File: src/rtl/sdram_pixel_reader.sv
// sdram_pixel_reader: Avalon-MM pipelined read master -> credit-protected FIFO -> valid/ready RGB565 pixel stream.
// Optional macro RGB565_TO_GRAY_EN replaces the stream word with {8'h00, luma}.
`default_nettype none

module sdram_pixel_reader #(
  parameter int ADDR_W     = 32,
  parameter int COUNT_W    = 24,
  parameter int FIFO_DEPTH = 16
) (
  input  logic               clk_clk,
  input  logic               reset_reset_n,
  input  logic               start,
  input  logic [ADDR_W-1:0]  base_addr,
  input  logic [COUNT_W-1:0] word_count,
  output logic               busy,
  output logic               done,
  output logic [ADDR_W-1:0]  avm_address,
  output logic               avm_read,
  input  logic               avm_waitrequest,
  input  logic [15:0]        avm_readdata,
  input  logic               avm_readdatavalid,
  output logic [15:0]        pix_data,
  output logic               pix_valid,
  input  logic               pix_ready
);

  localparam int PTR_W = $clog2(FIFO_DEPTH);
  localparam int LVL_W = PTR_W + 1;

  typedef enum logic [1:0] {S_IDLE, S_ISSUE, S_WAIT, S_DRAIN} state_t;

  state_t             state_q;
  logic [ADDR_W-1:0]  addr_q;
  logic               read_q;
  logic               busy_q;
  logic               done_q;
  logic [COUNT_W-1:0] count_q;
  logic [COUNT_W-1:0] issued_q;
  logic [COUNT_W-1:0] received_q;
  logic [LVL_W-1:0]   outstanding_q;
  logic [LVL_W-1:0]   level_q;
  logic [PTR_W-1:0]   wr_ptr_q;
  logic [PTR_W-1:0]   rd_ptr_q;
  logic [15:0]        mem_q [FIFO_DEPTH];

  logic               accept;
  logic               push;
  logic               pop;
  logic [COUNT_W-1:0] issued_d;
  logic [LVL_W-1:0]   outstanding_d;
  logic [LVL_W-1:0]   level_d;
  logic               credit_ok;
  logic               read_d;
  logic [15:0]        head;

  assign accept = read_q & ~avm_waitrequest;
  assign push   = avm_readdatavalid & (state_q != S_IDLE);
  assign pop    = (level_q != '0) & pix_ready;

  // Credit is evaluated on next-cycle occupancy so the registered avm_read
  // never requests a word that could find the FIFO full when it returns.
  always_comb begin
    issued_d      = issued_q + COUNT_W'(accept);
    outstanding_d = outstanding_q + LVL_W'(accept) - LVL_W'(push);
    level_d       = level_q + LVL_W'(push) - LVL_W'(pop);
    credit_ok     = ((LVL_W+1)'(outstanding_d) + (LVL_W+1)'(level_d)) < (LVL_W+1)'(FIFO_DEPTH);
    read_d        = (read_q & avm_waitrequest) | ((issued_d < count_q) & credit_ok);
  end

  always_ff @(posedge clk_clk or negedge reset_reset_n) begin
    if (!reset_reset_n) begin
      state_q       <= S_IDLE;
      addr_q        <= '0;
      read_q        <= 1'b0;
      busy_q        <= 1'b0;
      done_q        <= 1'b0;
      count_q       <= '0;
      issued_q      <= '0;
      received_q    <= '0;
      outstanding_q <= '0;
      level_q       <= '0;
      wr_ptr_q      <= '0;
      rd_ptr_q      <= '0;
    end else begin
      done_q        <= 1'b0;
      outstanding_q <= outstanding_d;
      level_q       <= level_d;
      if (push) begin
        received_q <= received_q + COUNT_W'(1);
        wr_ptr_q   <= wr_ptr_q + PTR_W'(1);
      end
      if (pop) begin
        rd_ptr_q <= rd_ptr_q + PTR_W'(1);
      end

      case (state_q)
        S_IDLE: begin
          if (start) begin
            if (word_count != '0) begin
              addr_q     <= base_addr & ~ADDR_W'(1);
              count_q    <= word_count;
              issued_q   <= '0;
              received_q <= '0;
              busy_q     <= 1'b1;
              read_q     <= 1'b1;
              state_q    <= S_ISSUE;
            end else begin
              done_q <= 1'b1;
            end
          end
        end
        S_ISSUE: begin
          read_q   <= read_d;
          issued_q <= issued_d;
          if (accept) begin
            addr_q <= addr_q + ADDR_W'(2);
          end
          if (issued_d == count_q) begin
            state_q <= S_WAIT;
          end
        end
        S_WAIT: begin
          if (received_q == count_q) begin
            state_q <= S_DRAIN;
          end
        end
        S_DRAIN: begin
          if (level_q == '0) begin
            done_q  <= 1'b1;
            busy_q  <= 1'b0;
            state_q <= S_IDLE;
          end
        end
        default: state_q <= S_IDLE;
      endcase
    end
  end

  always_ff @(posedge clk_clk) begin
    if (push) begin
      mem_q[wr_ptr_q] <= avm_readdata;
    end
  end

  assign head        = mem_q[rd_ptr_q];
  assign busy        = busy_q;
  assign done        = done_q;
  assign avm_address = addr_q;
  assign avm_read    = read_q;
  assign pix_valid   = (level_q != '0);

`ifdef RGB565_TO_GRAY_EN
  logic [7:0]  r8;
  logic [7:0]  g8;
  logic [7:0]  b8;
  logic [17:0] ysum;

  assign r8       = {head[15:11], head[15:13]};
  assign g8       = {head[10:5], head[10:9]};
  assign b8       = {head[4:0], head[4:2]};
  assign ysum     = 18'd77 * {10'd0, r8} + 18'd150 * {10'd0, g8} + 18'd29 * {10'd0, b8};
  assign pix_data = {8'h00, 8'(ysum >> 8)};
`else
  assign pix_data = head;
`endif

endmodule

`default_nettype wire

File: config.mk
export PLATFORM = sky130hd
export DESIGN_NAME = sdram_pixel_reader
export DESIGN_NICKNAME = d
export VERILOG_FILES = /design/src/rtl/sdram_pixel_reader.sv
export SDC_FILE = /design/constraint.sdc
export NUM_CORES = 1
export LEC_CHECK = 0
export BUFFER_PORTS_ARGS = -buffer_cell sky130_fd_sc_hd__buf_4
export CAP_MARGIN = 5
export CORE_MARGIN = 2
export CORE_UTILIZATION = 55
export CTS_CLUSTER_DIAMETER = 40
export DETAILED_ROUTE_END_ITERATION = 10
export PLACE_DENSITY = 0.78
export SLEW_MARGIN = 20
export SYNTH_ARGS = -nofsm -noshare
export SYNTH_HDL_FRONTEND = slang
export SYNTH_SLANG_ARGS = --single-unit
export TNS_END_PERCENT = 30
File: constraint.sdc
create_clock -name clk_clk -period 5.3 [get_ports clk_clk]
set_input_delay 1.06 -clock clk_clk [delete_from_list [all_inputs] [get_ports clk_clk]]
set_output_delay 1.06 -clock clk_clk [all_outputs]
set_load 0.05 [all_outputs]
==> results of run 1 <==
state kept, by name, summed over array words and instances (netlist names):
signal	count
issued_q	24
wr_ptr_q	4
count_q	24
state_q	2
busy	1
received_q	24
rd_ptr_q	4
level_q	5
avm_read	1
outstanding_q	5
mem_q	256
done	1
avm_address	31
path summary, 6_finish.rpt:
check,start,endpoint,slack [ns]
worst max-delay path,state_q[0]$_DFFE_PN0P_,avm_read$_DFFE_PN0P_,0.97
worst min-delay path,issued_q[19]$_DFFE_PN0P_,issued_q[19]$_DFFE_PN0P_,0.53
worst max register to register,state_q[0]$_DFFE_PN0P_,avm_read$_DFFE_PN0P_,0.97
worst min register to register,issued_q[19]$_DFFE_PN0P_,issued_q[19]$_DFFE_PN0P_,0.53
max in group asynchronous,reset_reset_n,wr_ptr_q[0]$_DFFE_PN0P_,3.88
min in group asynchronous,reset_reset_n,done$_DFF_PN0_,0.60
final cells by class:
type	instances	share of cell area, %
clock buffer	50	5.76
clock inverter	35	1.75
inverter	63	1.19
multi-input combinational	716	30.1
sequential	382	53.6
tap	402	2.48
timing repair buffer	137	5.20
worst register-to-register path: cells and delay by family (launching register included):
family,cells,cell delay [ns]
and+or+nand+nor,2,0.73
buffers and inverters,5,0.46
xor gates and xnor gates,1,0.20
AOI/OAI and AO/OA,7,0.93
DFF,1,0.40
adders and majority gates,5,1.53
metal layers:
| metal | routed length, um | global-route usage, % | vias up |
|---|---|---|---|
| li1 | - | - | 4898 |
| met5 | 0 | 0 | - |
| met2 | 19800 | 41.3 | 389 |
| met4 | 813 | 6.23 | 0 |
| met3 | 2460 | 3.71 | 65 |
| met1 | 15800 | 31.7 | 5388 |
cell families (layout without fill, tap and decap cells):
group / count (synthesis) / count (layout) / synth area share, %
muxes: 87 / 87 / 10.8
other: 1 / 1 / 0.0215
buffers and inverters: 119 / 285 / 2.87
DFF: 382 / 382 / 62.2
xor gates and xnor gates: 80 / 80 / 4.02
AOI/OAI and AO/OA: 208 / 208 / 7.42
adders and majority gates: 54 / 54 / 3.97
and+or+nand+nor: 286 / 286 / 8.70
Yosys cell counts, drive strengths merged (33+ instances only):
cell type,count,area share [%]
edfxtp,256,44
nand2,72,1.6
nand3,35,1.1
inv,62,1.3
dfrtp,126,18
a21oi,53,1.6
ha,52,3.7
mux4,80,10
o21ai,60,1.7
nand4,33,1.2
xnor2,43,2.2
nor2,52,1.1
xor2,37,1.9
through the flow:
stage	cells	hold slack (ns)	setup slack (ns)	utilization [%]	power, mW
finish	1785	0.529	0.966	64.5	10.0
detailed placement	1700	0.492	0.615	59.7	7.00
CTS	1785	0.522	0.859	64.5	10.1
floorplan	1217	0.456	1.28	-	6.11
global route	1785	0.551	0.492	64.5	10.5
global placement	1700	0.476	0.741	59.7	6.92
where the power goes:
group | switching (mW) | leakage [nW] | internal, mW
logic | 1.71 | 3.30 | 1.37
clock network | 1.29 | 0.754 | 1.82
registers | 0.320 | 3.83 | 3.54
total | 3.32 | 7.89 | 6.73
==> metrics.csv, run 1 <==
metric;value;unit
FF+latch area;0.0108;mm^2
YS warnings;0;
crit path time final;4.33;ns
Synth Cell Area;0.0174;mm^2
Post-synth ARST share;33.0;%
Final Skew;0.0212;ns
gpl congestion;0.902;
worst r2r path cells;20;
Mapped Avg Cell Area;14.3;um^2
headroom to the max-slew limit;23.2;%
# fillers;2260;
Total GRT Usage;23.8;%
most frequent cells in the layout;256 x edfxtp_1, 135 x buf_4, 124 x dfrtp_1;
cell family with most CP delay;adder cells;
Fin Setup TNS;0;ns
top_reg_cell synth;edfxtp_1;
Root Buffer;clkbuf_16;
DPL Wire Length;23.7;mm
Vias/cell;6.02;
critical path, cell by cell;inv_1, ha_1, nand2b_4, clkinv_4, ha_1, inv_1, ha_1, inv_1, fa_1, inv_1, a21o_1, a21oi_1, xnor2_1, ha_1, nor4_1, o211ai_1, a21oi_1, o311a_1, a221oi_1, a21oi_1;
Pins Over Slew Limit;0;
DRT Wirelength;38.8;mm
Hold Vio Cnt, Final;0;
CP Launch Type;register;
register bit total from synthesis;382;
Setup Viol. Count Final;0;
hold_buf cts;0;
Synth cell types;65;
Clock Latency Late Sink;0.56;ns
Post-CTS Resized;0;
RSZ-0062 raised after global routing;no;
CTS tree;yes;
clock-pin slew on the worst setup and hold paths;0.05;ns
initial core utilization;55.5;%
via count;10740;
Buf+Inv Stages, Crit Path;5;
Worst EP arrival;4.80;ns
type of destination of the critical path;register;
clock sinks;382;
commonest non-fill, non-tap cell in the layout;edfxtp_1;
register area share after synthesis;62.2;%
first-pass GRT wire length;60.5;mm
CTS Buf Count;46;
Setup Buffers After CTS;0;
hold depth;1;
Syn Nets;1349;
worst vdd ir;332;uV
WP depth;20;
crit-path max FO;13;
Finished Cell Area;0.0203;mm^2
Rows;65;
Largest stage delay, worst path;0.43;ns
cells after synthesis;1217;
vias in the first global route;10788;
Chip Width;182;um
Max Cap Violations;0;
layout cell share with drive strength beyond 1;23.6;%
wire per inst;21.7;um
residual DRC count;0;
largest net degree at the start of global routing;72;
final period utilization;81.8;%
outcome;complete, no violations;
Critical Path RT;5.77;ns
drt first pass iters;5;
initial antenna violation count;0;
Longest Clk Path Bufs;3;
WS Path Type;reg -> reg;
Worst-Margin Slew;1.15;ns
Tightest Hold Check Type;reg -> reg;
drt initial violations;945;
CTS H-tree depth;2;
slowest cell on the critical path;nor4_1;
core area;0.0314;mm^2
die area;0.0331;mm^2
Post-synth EDFFs;256;
placed cell areas;0.0187;mm^2
Leak;7.89;nW
nets@finish;1478;
number of port buffers;127;
Area growth, synth to finish;16.3;%
P per Cell Area;496;mW/mm^2
Antenna Nets Post-Route;0;
grt ovf;0;
footprint of the multi-input gates;0.00609;mm^2
Peak Freq;0.231;GHz
# IOs;130;
diode count;0;
DIE HEIGHT;182;um
No activity file was read; power rests on OpenSTA's default activity.
==> run 2, diff against run 1 <==
clock period = 4.46 ns   (was 5.3 ns; I/O delays follow)
==> run 2 against run 1 <==
Compared with the run above: cell count up 0.50%; sequential power up 20%; sequential cell count unchanged; die area unchanged; clock skew up 0.013 ns; clock power up 19%; global-route usage up 0.53 points.
==> metrics.csv, run 2 (synthesized netlist as in run 1, its figures left out) <==
metric;value;unit;change
outcome;complete, no violations;;unchanged
core area;0.0314;mm^2;unchanged
DIE HEIGHT;182;um;unchanged
Pins Over Slew Limit;0;;unchanged
WS Path Type;reg -> reg;;unchanged
Total GRT Usage;24.3;%;was 23.8%
initial antenna violation count;0;;unchanged
clock sinks;382;;unchanged
Worst EP arrival;4.43;ns;was 4.80 ns
wire per inst;22.0;um;was 21.7 um
worst vdd ir;446;uV;was 332 uV
Final Skew;0.0340;ns;was 0.0212 ns
CTS H-tree depth;2;;unchanged
most frequent cells in the layout;256 x edfxtp_1, 143 x buf_4, 124 x dfrtp_1;;was 256 x edfxtp_1, 135 x buf_4, 124 x dfrtp_1
Hold Vio Cnt, Final;0;;unchanged
worst r2r path cells;21;;was 20
# IOs;130;;unchanged
die area;0.0331;mm^2;unchanged
commonest non-fill, non-tap cell in the layout;edfxtp_1;;unchanged
met3 WL;2.57;mm;was 2.46 mm
worst setup path end;avm_read$_DFFE_PN0P_;;unchanged
Post-CTS Resized;0;;unchanged
via count;10861;;was 10,740
crit path from;level_q[2]$_DFF_PN0_;;was state_q[0]$_DFFE_PN0P_
DPL Wire Length;24.3;mm;was 23.7 mm
critical path, cell by cell;inv_1, ha_1, nand3_1, and2_1, ha_1, inv_1, ha_1, inv_1, fa_1, inv_1, a21oi_1, nor2_1, nor2_1, xnor2_1, ha_1, nor4_1, o211ai_1, a21oi_1, o311a_1, a221oi_1, a21oi_1;;was inv_1, ha_1, nand2b_4, clkinv_4, ha_1, inv_1, ha_1, inv_1, fa_1, inv_1, a21o_1, a21oi_1, xnor2_1, ha_1, nor4_1, o211ai_1, a21oi_1, o311a_1, a221oi_1, a21oi_1
Buf+Inv Stages, Crit Path;4;;was 5
cell family with most CP delay;adder cells;;unchanged
gpl congestion;0.847;;was 0.902
Critical Path RT;4.91;ns;was 5.77 ns
Antenna Nets Post-Route;0;;unchanged
headroom to the max-slew limit;22.2;%;was 23.2%
Peak Freq;0.251;GHz;was 0.231 GHz
Fin Setup TNS;0;ns;unchanged
Worst-Margin Slew;1.17;ns;was 1.15 ns
Setup Viol. Count Final;0;;unchanged
# fillers;2204;;was 2,260
setup slack, reg-to-reg;0.47;ns;was 0.97 ns
clock-pin slew on the worst setup and hold paths;0.06;ns;was 0.05 ns
drt initial violations;975;;was 945
largest net degree at the start of global routing;74;;was 72
Root Buffer;clkbuf_16;;unchanged
slowest cell on the critical path;fa_1;;was nor4_1
RSZ-0062 raised after global routing;no;;unchanged
hold_buf cts;0;;unchanged
Area growth, synth to finish;16.9;%;was 16.3%
Cell Count, Final, Fillers Out;1794;;was 1,785
nets@finish;1488;;was 1,478
layout cell share with drive strength beyond 1;24.2;%;was 23.6%
WP depth;21;;was 20
DRT Wirelength;39.4;mm;was 38.8 mm
Chip Width;182;um;unchanged
CP Launch Type;register;;unchanged
dpl cells;1709;;was 1,700
Vias/cell;6.05;;was 6.02
first-pass GRT wire length;61.7;mm;was 60.5 mm
Leak;7.94;nW;was 7.89 nW
Largest stage delay, worst path;0.39;ns;was 0.43 ns
Setup Buffers After CTS;0;;unchanged
worst r2r src;level_q[2]$_DFF_PN0_;;was state_q[0]$_DFFE_PN0P_
P per Cell Area;589;mW/mm^2;was 496 mW/mm^2
FF-to-FF End;avm_read$_DFFE_PN0P_;;unchanged
CTS Buf Count;46;;unchanged
placed cell areas;0.0188;mm^2;was 0.0187 mm^2
highest metal used;met4;;unchanged
metal1 wirelength;15.9;mm;was 15.8 mm
routed wl met2;19.8;mm;about the same
drt first pass iters;5;;unchanged
Rows;65;;unchanged
Longest Clk Path Bufs;3;;unchanged
vias in the first global route;11043;;was 10,788
grt ovf;0;;unchanged
initial core utilization;55.5;%;unchanged
crit path time final;3.99;ns;was 4.33 ns
number of port buffers;127;;unchanged
PnR worst setup slack;0.474;ns;was 0.966 ns
Finished Cell Area;0.0204;mm^2;was 0.0203 mm^2
Biggest register;mem_q;;unchanged
residual DRC count;0;;unchanged
CTS tree;yes;;unchanged
Max Cap Violations;0;;unchanged
Clock Latency Late Sink;0.56;ns;about the same
final period utilization;89.4;%;was 81.8%
diode count;0;;unchanged
max reg flops;256;;unchanged
crit-path max FO;5;;was 13
Tightest Hold Check Type;in -> async;;was reg -> reg
Setup Slack @ Placement;0.275;ns;was 0.615 ns
type of destination of the critical path;register;;unchanged
## run 2: cell types whose count changed in the layout (fill, tap and decap cells not counted), moves of 2 or more
cell	change
and2_1	-3
clkbuf_8	+5
clkinv_8	-2
clkinv_2	-4
and2_2	+3
buf_4	+8
clkinvlp_4	+3
inv_8	-2
## run 2: layout make-up
type | instances | area [um^2] | area share, %
inverter | 63 | 241 | 1.19
sequential | 382 | 10800 | 53.3
clock buffer | 56 | 1240 | 6.08
multi-input combinational | 716 | 6090 | 29.9
clock inverter | 28 | 295 | 1.45
tap | 402 | 503 | 2.47
timing repair buffer | 147 | 1150 | 5.64
## run 2: how the worst min path moves through the flow
stage	cells past startpoint	slack, ns	start	to
floorplan	2	0.46	issued_q[0]$_DFFE_PN0P_	issued_q[0]$_DFFE_PN0P_
global placement	2	0.47	issued_q[0]$_DFFE_PN0P_	issued_q[0]$_DFFE_PN0P_
detailed placement	2	0.49	issued_q[0]$_DFFE_PN0P_	issued_q[0]$_DFFE_PN0P_
CTS	1	0.43	reset_reset_n	outstanding_q[1]$_DFF_PN0_
global route	1	0.46	reset_reset_n	level_q[2]$_DFF_PN0_
finish	1	0.41	reset_reset_n	wr_ptr_q[3]$_DFFE_PN0P_
## run 2: power by group
part / total, mW / internal [mW] / switching, mW / leakage [nW]
logic: 3.65 / 1.66 / 1.99 / 3.36
clock network: 3.70 / 2.23 / 1.47 / 0.743
registers: 4.64 / 4.20 / 0.437 / 3.83
total: 12.0 / 8.09 / 3.90 / 7.94
## run 2: metrics by stage
step / util, % / power, mW / hold slack [ns]
after floorplan: - / 7.27 / 0.456
after global placement: 59.9 / 8.22 / 0.475
after detailed placement: 59.9 / 8.33 / 0.492
after CTS: 64.8 / 12.1 / 0.426
after global routing: 64.9 / 12.5 / 0.458
final: 64.9 / 12.0 / 0.411
## run 2: layer usage
layer | vias up | global-route usage [%]
met3 | 83 | 4.31
met4 | 0 | 7.45
li1 | 4917 | -
met5 | - | 0
met1 | 5446 | 32.1
met2 | 415 | 41.7
==> run 3, diff against run 2 <==
MAX_ROUTING_LAYER = met4   (was default)
==> run 3 against run 2 <==
Compared with the run above: clock power is essentially flat; setup slack gained 0.0016 ns; clock skew shrank 0.0058 ns; register-to-register slack is essentially flat; global-route usage grew 0.75 points; critical endpoint unchanged; largest cell class unchanged.
==> metrics.csv, run 3 (synthesized netlist as in run 1, its figures left out) <==
metric;value;unit;change
# IOs;130;;unchanged
Fin Setup TNS;0;ns;unchanged
Vias/cell;6.01;;was 6.05
commonest non-fill, non-tap cell in the layout;edfxtp_1;;unchanged
placed cell areas;0.0188;mm^2;unchanged
max reg flops;256;;unchanged
worst vdd ir;445;uV;was 446 uV
crit-path max FO;5;;unchanged
die area;0.0331;mm^2;unchanged
Area growth, synth to finish;16.9;%;unchanged
clock sinks;382;;unchanged
layout cell share with drive strength beyond 1;24.2;%;unchanged
P per Cell Area;588;mW/mm^2;was 589 mW/mm^2
crit path time final;3.98;ns;was 3.99 ns
first-pass GRT wire length;61.7;mm;about the same
Chip Width;182;um;unchanged
residual DRC count;0;;unchanged
most frequent cells in the layout;256 x edfxtp_1, 143 x buf_4, 124 x dfrtp_1;;unchanged
grt ovf;0;;unchanged
diode count;0;;unchanged
Setup Buffers After CTS;0;;unchanged
Root Buffer;clkbuf_16;;unchanged
Pins Over Slew Limit;0;;unchanged
CTS tree;yes;;unchanged
Biggest register;mem_q;;unchanged
CTS H-tree depth;2;;unchanged
clock-pin slew on the worst setup and hold paths;0.06;ns;about the same
vias in the first global route;11055;;was 11,043
Max Cap Violations;0;;unchanged
drt initial violations;1039;;was 975
Hold Vio Cnt, Final;0;;unchanged
Antenna Nets Post-Route;0;;unchanged
Peak Freq;0.251;GHz;about the same
Worst EP arrival;4.43;ns;about the same
Post-CTS Resized;0;;unchanged
Critical Path RT;4.91;ns;about the same
initial core utilization;55.5;%;unchanged
footprint of the multi-input gates;0.00609;mm^2;unchanged
final period utilization;89.3;%;was 89.4%
CTS Buf Count;46;;unchanged
initial antenna violation count;0;;unchanged
largest net degree at the start of global routing;74;;unchanged
type of destination of the critical path;register;;unchanged
hold_buf cts;0;;unchanged
Clock Latency Late Sink;0.55;ns;was 0.56 ns
DRT Wirelength;39.3;mm;was 39.4 mm
FF+latch area;0.0108;mm^2;unchanged
outcome;complete, no violations;;unchanged
gpl congestion;0.861;;was 0.847
Final Skew;0.0283;ns;was 0.0340 ns
Finished Cell Area;0.0204;mm^2;unchanged
DPL Wire Length;24.3;mm;unchanged
drt first pass iters;5;;unchanged
# fillers;2204;;unchanged
number of port buffers;127;;unchanged
CP Launch Type;register;;unchanged
Total GRT Usage;25.1;%;was 24.3%
Tightest Hold Check Type;in -> async;;unchanged
Rows;65;;unchanged
core area;0.0314;mm^2;unchanged
Leak;7.94;nW;unchanged
RSZ-0062 raised after global routing;no;;unchanged
Power, Total;12.0;mW;about the same
Longest Clk Path Bufs;3;;unchanged
Setup Viol. Count Final;0;;unchanged
headroom to the max-slew limit;21.3;%;was 22.2%
WS Path Type;reg -> reg;;unchanged
Worst-Margin Slew;1.18;ns;was 1.17 ns
nets@finish;1488;;unchanged
wire per inst;21.9;um;was 22.0 um
via count;10789;;was 10,861
DIE HEIGHT;182;um;unchanged
==> run 3: layout make-up <==
type | count | area share (%)
Sequential cell | 382 | 53.3
Multi-Input combinational cell | 716 | 29.9
Clock buffer | 56 | 6.08
Timing Repair Buffer | 147 | 5.64
Tap cell | 402 | 2.47
Clock inverter | 28 | 1.45
Inverter | 63 | 1.19
==> run 3: worst max-delay path: stages, from the launching register on <==
cell	delay [ns]
dfrtp_1	0.38
inv_1	0.08
ha_1	0.14
nand3_1	0.20
and2_1	0.31
ha_1	0.29
inv_1	0.06
ha_1	0.16
inv_1	0.06
fa_1	0.39
inv_1	0.07
a21oi_1	0.06
nor2_1	0.09
nor2_1	0.06
xnor2_1	0.20
ha_1	0.27
nor4_1	0.34
o211ai_1	0.14
a21oi_1	0.15
o311a_1	0.22
a221oi_1	0.09
a21oi_1	0.13
==> run 3: metrics by stage <==
step	hold slack (ns)	setup WS, ns	utilization, %	std cells
after detailed placement	0.492	0.275	59.9	1709
final	0.419	0.476	64.9	1794
after floorplan	0.456	0.496	-	1217
after CTS	0.426	0.460	64.8	1793
after global placement	0.475	0.356	59.9	1709
after global routing	0.459	0.0946	64.9	1794
==> run 3: final timing paths <==
kind | end | slack [ns] | cells after the start | start
setup / recovery | avm_read$_DFFE_PN0P_ | 0.48 | 21 | level_q[2]$_DFF_PN0_
min in group clk_clk | issued_q[0]$_DFFE_PN0P_ | 0.50 | 2 | issued_q[0]$_DFFE_PN0P_
hold reg to reg | issued_q[0]$_DFFE_PN0P_ | 0.50 | 2 | issued_q[0]$_DFFE_PN0P_
setup reg to reg | avm_read$_DFFE_PN0P_ | 0.48 | 21 | level_q[2]$_DFF_PN0_
hold / removal | level_q[2]$_DFF_PN0_ | 0.42 | 1 | reset_reset_n
max in group asynchronous | count_q[15]$_DFFE_PN0P_ | 3.20 | 2 | reset_reset_n
==> run 3: power by group <==
group	total, mW	leakage, nW	internal, mW	switching (mW)
Sequential	4.64	3.83	4.20	0.436
Combinational	3.64	3.36	1.66	1.99
Clock	3.70	0.743	2.23	1.47
==> run 3: per-layer routing <==
layer | routed length (um) | GRT usage (%) | share of wire (%)
met5 | 0 | - | 0
met4 | 1130 | 7.45 | 2.9
met3 | 2800 | 4.23 | 7.1
met2 | 19800 | 41.7 | 51
met1 | 15500 | 32.1 | 39
